**config.mk**
```make
export PLATFORM = sky130hd
export DESIGN_NAME = relu_output_stager
export DESIGN_NICKNAME = d
export VERILOG_FILES = /design/src/rtl/relu_output_stager.sv
export SDC_FILE = /design/constraint.sdc
export NUM_CORES = 1
export LEC_CHECK = 0
export BUFFER_PORTS_ARGS = -buffer_cell sky130_fd_sc_hd__buf_4
export CAP_MARGIN = 15
export CORE_MARGIN = 8
export CORE_UTILIZATION = 35
export CTS_BUF_LIST = sky130_fd_sc_hd__clkbuf_8
export CTS_CLUSTER_SIZE = 20
export DETAILED_ROUTE_END_ITERATION = 16
export PLACE_DENSITY = 0.64
export SLEW_MARGIN = 10
export SYNTH_ARGS = -nofsm -noshare
export SYNTH_HDL_FRONTEND = slang
export SYNTH_SLANG_ARGS = --single-unit
```
**constraint.sdc**
```tcl
create_clock -name clk -period 1.85 [get_ports clk]
set_input_delay 0.4625 -clock clk [delete_from_list [all_inputs] [get_ports clk]]
set_output_delay 0.4625 -clock clk [all_outputs]
set_load 0.03 [all_outputs]
```
**src/rtl/relu_output_stager.sv**
```systemverilog
// Double-buffered ReLU output stager: fill bank collects node writes, present bank drives Layer 2.
// Latency: the edge that samples layerDone in EMPTY loads the present bank and raises outputsReady.
// Backpressure: four-phase ready/ack to Layer 2; a commit during a handshake is held pending and stalls writes.

`ifndef RELU_NODES
`define RELU_NODES 4
`endif
`ifndef LAYER_2_IN_BIT_WIDTH
`define LAYER_2_IN_BIT_WIDTH 8
`endif
`ifndef RELU_INDEX_WIDTH
`define RELU_INDEX_WIDTH 3
`endif

module relu_output_stager #(
   parameter int RELU_NODES  = `RELU_NODES,
   parameter int VALUE_WIDTH = `LAYER_2_IN_BIT_WIDTH,
   parameter int INDEX_WIDTH = `RELU_INDEX_WIDTH
) (
   input  logic                              clk,
   input  logic                              reset,
   input  logic                              nodeWriteEnable,
   input  logic [INDEX_WIDTH-1:0]            nodeIndex,
   input  logic [VALUE_WIDTH-1:0]            nodeValue,
   input  logic                              layerDone,
   output logic                              stagerBusy,
   output logic                              outputsReady,
   input  logic                              inputsRecieved,
   output logic [RELU_NODES*VALUE_WIDTH-1:0] layer2Input,
   output logic [7:0]                        layersSent
);

   localparam int BANK_WIDTH = RELU_NODES * VALUE_WIDTH;

   localparam logic [1:0] EMPTY   = 2'd0;
   localparam logic [1:0] PRESENT = 2'd1;
   localparam logic [1:0] RELEASE = 2'd2;

   logic [1:0]            state;
   logic                  pending;
   logic                  ackArmed;
   logic [BANK_WIDTH-1:0] fillBank;
   logic [BANK_WIDTH-1:0] presentBank;
   logic [BANK_WIDTH-1:0] fillNext;
   logic                  writeAccept;
   logic                  commitNow;
   logic                  ackTaken;

   // Out-of-range indices and writes while a commit is pending never touch the fill bank.
   assign writeAccept = nodeWriteEnable && !pending && (int'(nodeIndex) < RELU_NODES);

   // A commit happens only from EMPTY; a pending commit takes precedence over a fresh layerDone.
   assign commitNow = (state == EMPTY) && (pending || layerDone);

   // An ack counts only if it was seen low since the last accepted ack, so an ack
   // left high across reset cannot retire a layer it never saw.
   assign ackTaken = (state == PRESENT) && inputsRecieved && ackArmed;

   assign outputsReady = (state == PRESENT);
   assign stagerBusy   = pending;
   assign layer2Input  = presentBank;

   // Fill bank as it would look after this cycle's write, so a same-cycle write joins the commit.
   always_comb begin
      fillNext = fillBank;
      for (int i = 0; i < RELU_NODES; i++) begin
         if (writeAccept && (nodeIndex == INDEX_WIDTH'(i))) begin
            fillNext[i*VALUE_WIDTH +: VALUE_WIDTH] = nodeValue;
         end
      end
   end

   // Handshake FSM, bank swap, pending-commit tracking and acknowledged-layer count.
   always_ff @(posedge clk) begin
      if (reset) begin
         state       <= EMPTY;
         pending     <= 1'b0;
         ackArmed    <= 1'b0;
         fillBank    <= '0;
         presentBank <= '0;
         layersSent  <= 8'd0;
      end else begin
         if (!inputsRecieved) begin
            ackArmed <= 1'b1;
         end else if (ackTaken) begin
            ackArmed <= 1'b0;
         end

         case (state)
            EMPTY: begin
               if (commitNow) begin
                  presentBank <= fillNext;
                  fillBank    <= '0;
                  pending     <= 1'b0;
                  state       <= PRESENT;
               end else begin
                  fillBank <= fillNext;
               end
            end
            PRESENT: begin
               fillBank <= fillNext;
               if (layerDone && !pending) begin
                  pending <= 1'b1;
               end
               if (ackTaken) begin
                  state      <= RELEASE;
                  layersSent <= layersSent + 8'd1;
               end
            end
            RELEASE: begin
               fillBank <= fillNext;
               if (layerDone && !pending) begin
                  pending <= 1'b1;
               end
               if (!inputsRecieved) begin
                  state <= EMPTY;
               end
            end
            default: begin
               state <= EMPTY;
            end
         endcase
      end
   end

endmodule

```
==> impl_results.md, run 1 <==
- Largest net degree at the start of global routing: 49
- I/O Pins: 58
- Die height: 113 um
- Slew HR: 0.608
- Avg WL per Cell: 18.3 um
- Final hold violations: 0
- Cell Area, Synth: 3260 sq um
- Clock Tree Root: clkbuf_8
- Placement row count: 35
- Layout Skew: 0.0185 ns
- Post_cts resized: 6
- Clock Sinks: 76
- Reg area: 1520 sq um
- Vias: 2886
- CTS buffer count: 9
- Reg clk slew, reported paths: 0.08 ns
- Core area: 9150 sq um
- # hold bufs at CTS: 0
- Post-synthesis net count: 344
- Crit. End Element: flop
- Commonest cells after routing, fill and taps aside: 83 x buf_4, 74 x dfxtp_1, 48 x nor2_1, 32 x a211oi_1, 32 x a32o_1
- Number of buffers added on ports: 57
- Final HPWL DP: 6610 um
- Crit path time final: 1.79 ns
- Final slew viol count: 0
- Leakage: 1.62 nW
- Final-report setup violation count: 0
- First-pass GRT wire length: 15100 um
- Unique cell type count in the Yosys netlist: 39
- Initial DRC Count: 161
- Gate Count Post-Synth: 321
- Pwr/cell area: 1450 nW/um^2
- CP Class: flop to flop
- Total Routed Length: 9300 um
- Synthesized area per cell: 10.2 sq um
- Final instance area: 4260 sq um
- Min-Delay Path Class: input pin to flop
- Crit start category: flop
- Synth Warn #: 0
- H-tree levels: 3
- DIE WIDTH: 113 um
- CTS tree: done
- CP Max Fanout: 8
- #FFs+latches synth: 76
- Final Cycle Share: 0.966
- Overall routing resource usage: 0.150
- Initial Utilization: 0.357
- Leading cell type in the layout, fill and taps excluded: buf_4
- Clock buffer depth: 2
- Total global routing overflow: 0
- Dpl cell area: 3980 sq um
- DRT antenna net count: 0
- Total power: 6.17 mW
- GPL Wtd Cong: 0.790
- Clk_lat worst skew: 0.36 ns
- Status: finished, final reports clean
- Antenna violations before repair: 0
- # DRC: 0
- Multi-input logic area: 1660 sq um
- VDD IR max: 0.800 mV
- MaxCap Viol Count: 0
- Filler cells: 881
- Vias in the first global route: 2887
- CP arrival: 2.03 ns
- Initial DRT Pass Iterations: 4
- Proportion of layout cells with a drive suffix above 1: 0.314
- Final nets: 416
- Worst slew pin tran: 0.586 ns
- P&R area growth vs syn: 30.4%
- Die area: 12700 sq um
- Fmax: 559 MHz
- # diodes: 0
- Setup bufs post-CTS: 0
- Crit path required time: 2.09 ns
- Register area share after synthesis: 0.466
- Vias per cell: 5.67
- RSZ-0062 raised after global routing: false
-- stage by stage --
step           std cells   util  worst slack (ns)  setup TNS, ns  hold WS, ns
6_report             509  0.465            0.0626              0        0.316
5_1_grt              509  0.465            0.0101              0        0.327
3_5_place_dp         493  0.434            -0.123          -3.80        0.488
3_3_place_gp         493  0.434           -0.0944          -2.91        0.476
2_1_floorplan        321      -            0.0377              0        0.470
4_1_cts              509  0.460           -0.0668          -1.27        0.305
-- worst max-delay path, stage by stage (launching register included) --
cell,delay [ns]
dfxtp_2,0.33
ha_1,0.21
or4b_4,0.58
or2_4,0.29
a32o_1,0.27
-- cells in the mapped netlist, drive strengths merged --
master / instances / area, sq um
a2111oi: 36 / 390
a211oi: 32 / 240
a21oi: 6 / 30.0
a222oi: 1 / 10.0
a31oi: 1 / 6.26
a32o: 32 / 320
and2: 1 / 6.26
and2b: 1 / 7.51
buf: 17 / 85.1
clkbuf: 9 / 33.8
dfxtp: 76 / 1520
ha: 7 / 87.6
inv: 5 / 18.8
mux2: 1 / 11.3
mux2i: 3 / 30.0
nand2: 5 / 18.8
nand2b: 8 / 50.1
nand3: 2 / 10.0
nand4: 2 / 12.5
nor2: 50 / 188
nor2b: 3 / 18.8
nor3b: 1 / 12.5
nor4: 1 / 6.26
o21a: 1 / 7.51
o21ai: 3 / 15.0
o31ai: 2 / 15.0
or2: 7 / 46.3
or3: 2 / 12.5
or3b: 1 / 8.76
or4: 2 / 15.0
or4b: 1 / 10.0
xnor2: 1 / 8.76
xor2: 1 / 8.76
-- cell type report --
class                           count  share of cell area
Multi-Input combinational cell    214               0.389
Sequential cell                    76               0.358
Timing Repair Buffer               87               0.161
Tap cell                          111              0.0326
Clock buffer                       10              0.0323
Clock inverter                      6              0.0220
Inverter                            5             0.00441
-- routing by layer --
layer  track usage  part of all wire  vias to the layer above
met2         0.243              0.48                       77
met1         0.188              0.46                     1387
met5             0                 0                        -
li1              -                 -                     1407
met4        0.0773             0.024                        0
met3        0.0242             0.044                       15
-- path summary, 6_finish.rpt --
path / startpoint / end / slack [ns] / cells after the start
max reg2reg: state[0] / fillBank[11] / 0.06 / 4
min reg2reg: fillBank[17] / fillBank[17] / 0.50 / 1
min: inputsRecieved / ackArmed / 0.32 / 2
max: state[0] / fillBank[11] / 0.06 / 4
-- kinds of logic (layout without fill, tap and decap cells) --
| group | count (synthesis) | in the layout | share of synthesized area |
|---|---|---|---|
| AO/OA/AOI/OAI | 114 | 114 | 0.317 |
| AND/OR/NAND/NOR | 87 | 87 | 0.130 |
| flip-flops | 76 | 76 | 0.466 |
| buffers and inverters | 31 | 108 | 0.0422 |
| adder cells (fa/ha/maj) | 7 | 7 | 0.0268 |
| multiplexers | 4 | 4 | 0.0127 |
| XOR/XNOR | 2 | 2 | 0.00537 |
-- report_power, final --
part / leakage [nW] / internal [mW] / switching [mW]
Sequential: 0.620 / 1.92 / 0.153
Combinational: 0.882 / 1.00 / 1.64
Clock: 0.113 / 0.808 / 0.639
Total: 1.62 / 3.73 / 2.44
-- flip-flops by register name, indices dropped and copies added (netlist names) --
name	flops
layersSent	8
stagerBusy	1
layer2Input	32
fillBank	32
state	2
ackArmed	1
Power figures use the tool's default switching activity.
==> run 2: changes to the inputs <==
--- a/config.mk
+++ b/config.mk
@@ -12,7 +12,9 @@
 export CTS_BUF_LIST = sky130_fd_sc_hd__clkbuf_8
 export CTS_CLUSTER_SIZE = 20
 export DETAILED_ROUTE_END_ITERATION = 16
+export GPL_TIMING_DRIVEN = 0
 export PLACE_DENSITY = 0.64
+export RECOVER_POWER = 100
 export SLEW_MARGIN = 10
 export SYNTH_ARGS = -nofsm -noshare
 export SYNTH_HDL_FRONTEND = slang
==> impl_results.md, run 2 (synthesized netlist as in run 1, its figures left out) <==
- Overall routing resource usage: 0.160 (+0.00984)
- Leading cell type in the layout, fill and taps excluded: dfxtp_1
- DRT antenna net count: 0 (unchanged)
- Worst slew pin tran: 0.555 ns (-0.0318 ns)
- Crit path required time: 2.10 ns (about the same)
- Clock buffer depth: 2 (unchanged)
- Pre-CTS setup slack: -0.376 ns (-0.253 ns)
- Crit start category: flop
- RSZ-0062 raised after global routing: true
- Crit path time final: 1.86 ns (+0.0723 ns)
- Vias: 3050 (+5.7%)
- I/O Pins: 58 (unchanged)
- Critical Path Max Stage Delay: 0.57 ns (about the same)
- CP top delay family: simple AND/OR/NAND/NOR gates
- P&R area growth vs syn: 27.0%
- Die height: 113 um (unchanged)
- # hold bufs at CTS: 0 (unchanged)
- Final instance area: 4140 sq um (-2.7%)
- CTS buffer count: 9 (unchanged)
- Filler cells: 892 (+1.2%)
- Proportion of layout cells with a drive suffix above 1: 0.226 (-0.0883)
- Worst Slack Setup Final: -0.00972 ns (-0.0723 ns)
- CP arrival: 2.11 ns (+0.08 ns)
- Total Routed Length: 10300 um (+10%)
- CP Class: flop to flop
- Initial DRC Count: 187 (+16%)
- Vias per cell: 5.93 (+4.7%)
- Slew HR: 0.630 (+0.0227)
- Pwr/cell area: 1460 nW/um^2 (+0.56%)
- Total power: 6.04 mW (-2.1%)
- Final HPWL DP: 7130 um (+8.0%)
- Commonest cells after routing, fill and taps aside: 74 x dfxtp_1, 46 x clkbuf_1, 41 x nor2_1, 32 x a211oi_1, 32 x a32o_1
- Dpl cell area: 3830 sq um (-3.5%)
- Largest net degree at the start of global routing: 14 (-71%)
- Fmax: 538 MHz (-3.9%)
- Final non-filler cell total: 514 (+0.98%)
- Status: finished, violations left
- MaxCap Viol Count: 0 (unchanged)
- CTS tree: done
- Final hold violations: 0 (unchanged)
- Min-Delay Path Class: input pin to flop
- Critical-path cell list: ha_4 > or4b_4 > or2_0 > buf_4 > a32o_1
- Reg clk slew, reported paths: 0.08 ns (about the same)
- Initial Utilization: 0.357 (unchanged)
- # diodes: 0 (unchanged)
- Vias in the first global route: 2992 (+3.6%)
- Final nets: 422 (+1.4%)
- Total global routing overflow: 0 (unchanged)
- VDD IR max: 0.469 mV (-41%)
- Crit. End Element: flop
- Failing checks: setup timing
- Die area: 12700 sq um (unchanged)
- Leakage: 1.42 nW (-12%)
- DIE WIDTH: 113 um (unchanged)
- Placed Cells: 489 (-0.81%)
- Clock Tree Root: clkbuf_8
- Initial DRT Pass Iterations: 5 (+1)
- GPL Wtd Cong: 0.853 (+7.9%)
- Min Hold Slack: 0.326 ns (+0.00962 ns)
- Placement row count: 35 (unchanged)
- Number of buffers added on ports: 57 (unchanged)
- Critical path's slowest cell: or4b_4
- Clock Sinks: 76 (unchanged)
- Final slew viol count: 0 (unchanged)
- H-tree levels: 3 (unchanged)
- Avg WL per Cell: 20.0 um (+9.3%)
- Core area: 9150 sq um (unchanged)
- Layout Skew: 0.0104 ns (-0.00811 ns)
- Final Cycle Share: 1.01 (+0.0391)
- Antenna violations before repair: 0 (unchanged)
- Final-report setup violation count: 7 (+7)
- First-pass GRT wire length: 15900 um (+5.1%)
- CP Max Fanout: 8 (unchanged)
- # DRC: 0 (unchanged)
- Buf/Inv on CP: 1 (+1)
- Clk_lat worst skew: 0.35 ns (about the same)
==> run 2: cell count changes in the layout (fill, tap and decap cells not counted), sizes merged <==
cell,delta
buf,-47
bufinv,-1
clkbuf,+52
clkinv,+2
inv,-1
==> run 2: layer usage <==
| layer | GRT usage | wire, um | up-vias |
|---|---|---|---|
| met2 | 0.272 | 4970 | 98 |
| met1 | 0.188 | 4480 | 1512 |
| met4 | 0.0612 | 210 | 0 |
| met5 | 0 | 0 | - |
| li1 | - | - | 1423 |
| met3 | 0.0419 | 610 | 17 |
==> run 2: timing repair <==
item                                    CTS  global route
setup buffers                             2             6
gates resized for setup                  26            44
hold endpoints to repair                  0             0
endpoints found under the setup margin   64            61
cloned                                    0             2
pin swaps                                 5            18
==> run 2: cell type report <==
type | count | area, sq um | area share
Tap cell | 111 | 139 | 0.0335
Clock inverter | 6 | 65.1 | 0.0157
Buffer | 26 | 176 | 0.0426
Inverter | 5 | 18.8 | 0.00453
Timing Repair Buffer | 67 | 370 | 0.0894
Sequential cell | 76 | 1530 | 0.369
Clock buffer | 9 | 124 | 0.0299
Multi-Input combinational cell | 214 | 1720 | 0.415
==> run 2: worst paths after layout <==
check                       from           to  slack (ns)  cells past startpoint
hold reg to reg      fillBank[7]  fillBank[7]        0.50                      1
setup / recovery        state[1]  fillBank[1]       -0.01                      5
hold / removal    inputsRecieved     ackArmed        0.33                      2
setup reg to reg        state[1]  fillBank[1]       -0.01                      5
==> run 2: power by group <==
| part | leakage [nW] | total, mW | switching, mW | internal [mW] |
|---|---|---|---|---|
| clock | 0.0955 | 1.24 | 0.624 | 0.618 |
| combinational | 0.704 | 2.69 | 1.77 | 0.917 |
| sequential | 0.621 | 2.11 | 0.178 | 1.93 |
==> run 2: worst register-to-register path: stages, from the launching register on <==
cell and delay, ns:
dfxtp_4 0.37, ha_4 0.16, or4b_4 0.57, or2_0 0.23
buf_4 0.17, a32o_1 0.26
==> run 2: stage by stage <==
step / TNS [ns] / util
global placement: -11.53 / 0.419
global route: -0.469 / 0.453
CTS: 0 / 0.449
floorplan: 0 / -
finish: -0.0404 / 0.453
detailed placement: -14.34 / 0.419
==> run 3: changes to the inputs <==
--- a/config.mk
+++ b/config.mk
@@ -6,8 +6,7 @@
 export NUM_CORES = 1
 export LEC_CHECK = 0
 export BUFFER_PORTS_ARGS = -buffer_cell sky130_fd_sc_hd__buf_4
-export CAP_MARGIN = 15
-export CORE_MARGIN = 8
+export CORE_MARGIN = 1.5
 export CORE_UTILIZATION = 35
 export CTS_BUF_LIST = sky130_fd_sc_hd__clkbuf_8
 export CTS_CLUSTER_SIZE = 20
==> impl_results.md, run 3 (synthesized netlist as in run 1, its figures left out) <==
- Status: finished, violations left
- Failing checks: setup timing
- Crit start category: flop
- GRT met1 Usage: 0.270 (+0.0820)
- Total global routing overflow: 0 (unchanged)
- Reg power frac: 0.345 (-0.004)
- CP Class: flop to flop
- Proportion of layout cells with a drive suffix above 1: 0.223 (-0.00331)
- Layout Skew: 0.0107 ns (+0.000305 ns)
- Final Cycle Share: 1.01 (+0.00249)
- Worst Setup EP: layer2Input[15]
- Largest net degree at the start of global routing: 13 (-1)
- Crit. path cell count: 6 (+1)
- I/O Pins: 58 (unchanged)
- DIE WIDTH: 99.6 um (-12%)
- Final HPWL DP: 6610 um (-7.3%)
- CP arrival: 2.08 ns (-0.03 ns)
- DRT antenna net count: 0 (unchanged)
- Commonest cells after routing, fill and taps aside: 74 x dfxtp_1, 46 x clkbuf_1, 39 x nor2_1, 32 x a211oi_1, 32 x a32o_1
- # DRC: 0 (unchanged)
- Vias per cell: 5.84 (-1.6%)
- Initial Utilization: 0.357 (unchanged)
- Overall routing resource usage: 0.198 (+0.0382)
- Final-report setup violation count: 2 (-5)
- Placement row count: 35 (unchanged)
- CP Max Fanout: 10 (+2)
- Reg2reg setup slack: -0.01 ns (about the same)
- Util after Layout: 0.451 (-0.00164)
- Clock power frac: 0.227 (+0.021)
- Worst slew pin tran: 0.551 ns (-0.00382 ns)
- RSZ-0062 raised after global routing: true
- Vias in the first global route: 2768 (-7.5%)
- GPL Wtd Cong: 0.817 (-4.2%)
- VDD IR max: 0.647 mV (+38%)
- First-pass GRT wire length: 14900 um (-6.2%)
- Met3 GRT Util: 0.0499 (+0.00803)
- Min-Delay Path Class: input pin to flop
- R2r worst-path depth: 6 (+1)
- Critical R2R Launch: state[0]
- Leading cell type in the layout, fill and taps excluded: dfxtp_1
- Setup TNS: -0.0154 ns (+0.0250 ns)
- Pwr/cell area: 1480 nW/um^2 (+1.6%)
- Crit. End Element: flop
- Total Routed Length: 9710 um (-5.4%)
- Combinational power share: 0.428 (-0.018)
- Clock Tree Root: clkbuf_8
- Leakage: 1.41 nW (-0.58%)
- Pint: 3.57 mW (+3.2%)
- Crit path required time: 2.06 ns (-0.04 ns)
- # diodes: 0 (unchanged)
- Final hold violations: 0 (unchanged)
- Initial DRC Count: 155 (-17%)
- Grt peak-use layer: met2
- H-tree levels: 3 (unchanged)
- Critical Path Max Stage Delay: 0.49 ns (-0.08 ns)
- Buf/Inv on CP: 2 (+1)
- Clk_lat worst skew: 0.35 ns (about the same)
- Switching part of the total: 0.415 (-0.0111)
- Switching power: 2.54 mW (-1.4%)
- Reg clk slew, reported paths: 0.07 ns (about the same)
- MaxCap Viol Count: 0 (unchanged)
- Dpl cell area: 3830 sq um (unchanged)
- Initial DRT Pass Iterations: 4 (-1)
- Die area: 9910 sq um (-22%)
- Vias: 2985 (-2.1%)
- Slew HR: 0.631 (+0.00119)
- Antenna violations before repair: 0 (unchanged)
- Critical-path cell list: inv_1 > ha_1 > o21ai_2 > buf_4 > nor2_1 > a2111oi_1
- P&R area growth vs syn: 26.5%
- Core area: 9150 sq um (unchanged)
- Fmax: 536 MHz (-0.25%)
- CTS buffer count: 9 (unchanged)
- R2R Path End: layer2Input[15]
- Final nets: 419 (-0.71%)
- Number of buffers added on ports: 57 (unchanged)
- Crit path time final: 1.86 ns (+0.00461 ns)
- CP top delay family: compound AO/OA/AOI/OAI gates
- Die height: 99.6 um (-12%)
- Met2 Track Usage GR: 0.290 (+0.0176)
- Worst Slack Setup Final: -0.0143 ns (-0.00461 ns)
- Clock buffer depth: 2 (unchanged)
- Final instance area: 4130 sq um (-0.36%)
- Final slew viol count: 0 (unchanged)
- Avg WL per Cell: 19.0 um (-4.9%)
- CTS tree: done
- Filler cells: 886 (-0.67%)
- CP startpoint: state[0]
- Clock Sinks: 76 (unchanged)
- Critical path's slowest cell: a2111oi_1
-- run 3: cell count changes in the layout (fill, tap and decap cells not counted), moves of 2 or more --
cell	change
a2111oi_2	+2
buf_6	-2
nor2_2	+2
nor2_1	-2
a2111oi_0	-2
buf_2	-2
-- run 3: timing repair --
item	4_1_cts	5_1_grt
hold buffers	0	0
resized for setup	30	44
pin swaps	2	32
setup endpoints to repair	64	63
setup buffers	0	7
-- run 3: cell type report --
type,count,area [sq um],area share
Buffer,26,174,0.0421
Clock buffer,10,138,0.0333
Clock inverter,5,77.6,0.0188
Inverter,5,18.8,0.00455
Multi-Input combinational cell,214,1730,0.418
Sequential cell,76,1530,0.370
Tap cell,111,139,0.0336
Timing Repair Buffer,64,328,0.0794
-- run 3: worst min-delay path by stage --
stage / end / cells past startpoint / startpoint
after global placement: layersSent[5] / 2 / layersSent[5]
after global routing: ackArmed / 2 / inputsRecieved
after floorplan: fillBank[0] / 1 / fillBank[0]
after detailed placement: fillBank[29] / 1 / fillBank[29]
after CTS: ackArmed / 2 / inputsRecieved
final: ackArmed / 2 / inputsRecieved
-- run 3: metrics by stage --
stage	setup slack, ns	hold slack [ns]	instances	total power [mW]
4_1_cts	0.00873	0.317	504	6.08
3_3_place_gp	-0.299	0.479	489	4.52
6_report	-0.0143	0.327	511	6.11
3_5_place_dp	-0.283	0.487	489	4.56
2_1_floorplan	0.0377	0.470	321	3.71
5_1_grt	-0.0616	0.321	511	6.44
-- run 3: routing by layer --
metal,part of all wire,up-vias
li1,-,1422
met1,0.45,1434
met2,0.46,110
met3,0.066,19
met4,0.027,0
met5,0,-
-- run 3: power by group through the flow --
stage	logic (mW)	registers, mW	clock network, mW
3_5_place_dp	2.43	2.13	0
5_1_grt	2.81	2.15	1.49
6_report	2.61	2.11	1.39
3_3_place_gp	2.40	2.12	0
2_1_floorplan	1.15	2.55	0
4_1_cts	2.57	2.10	1.41
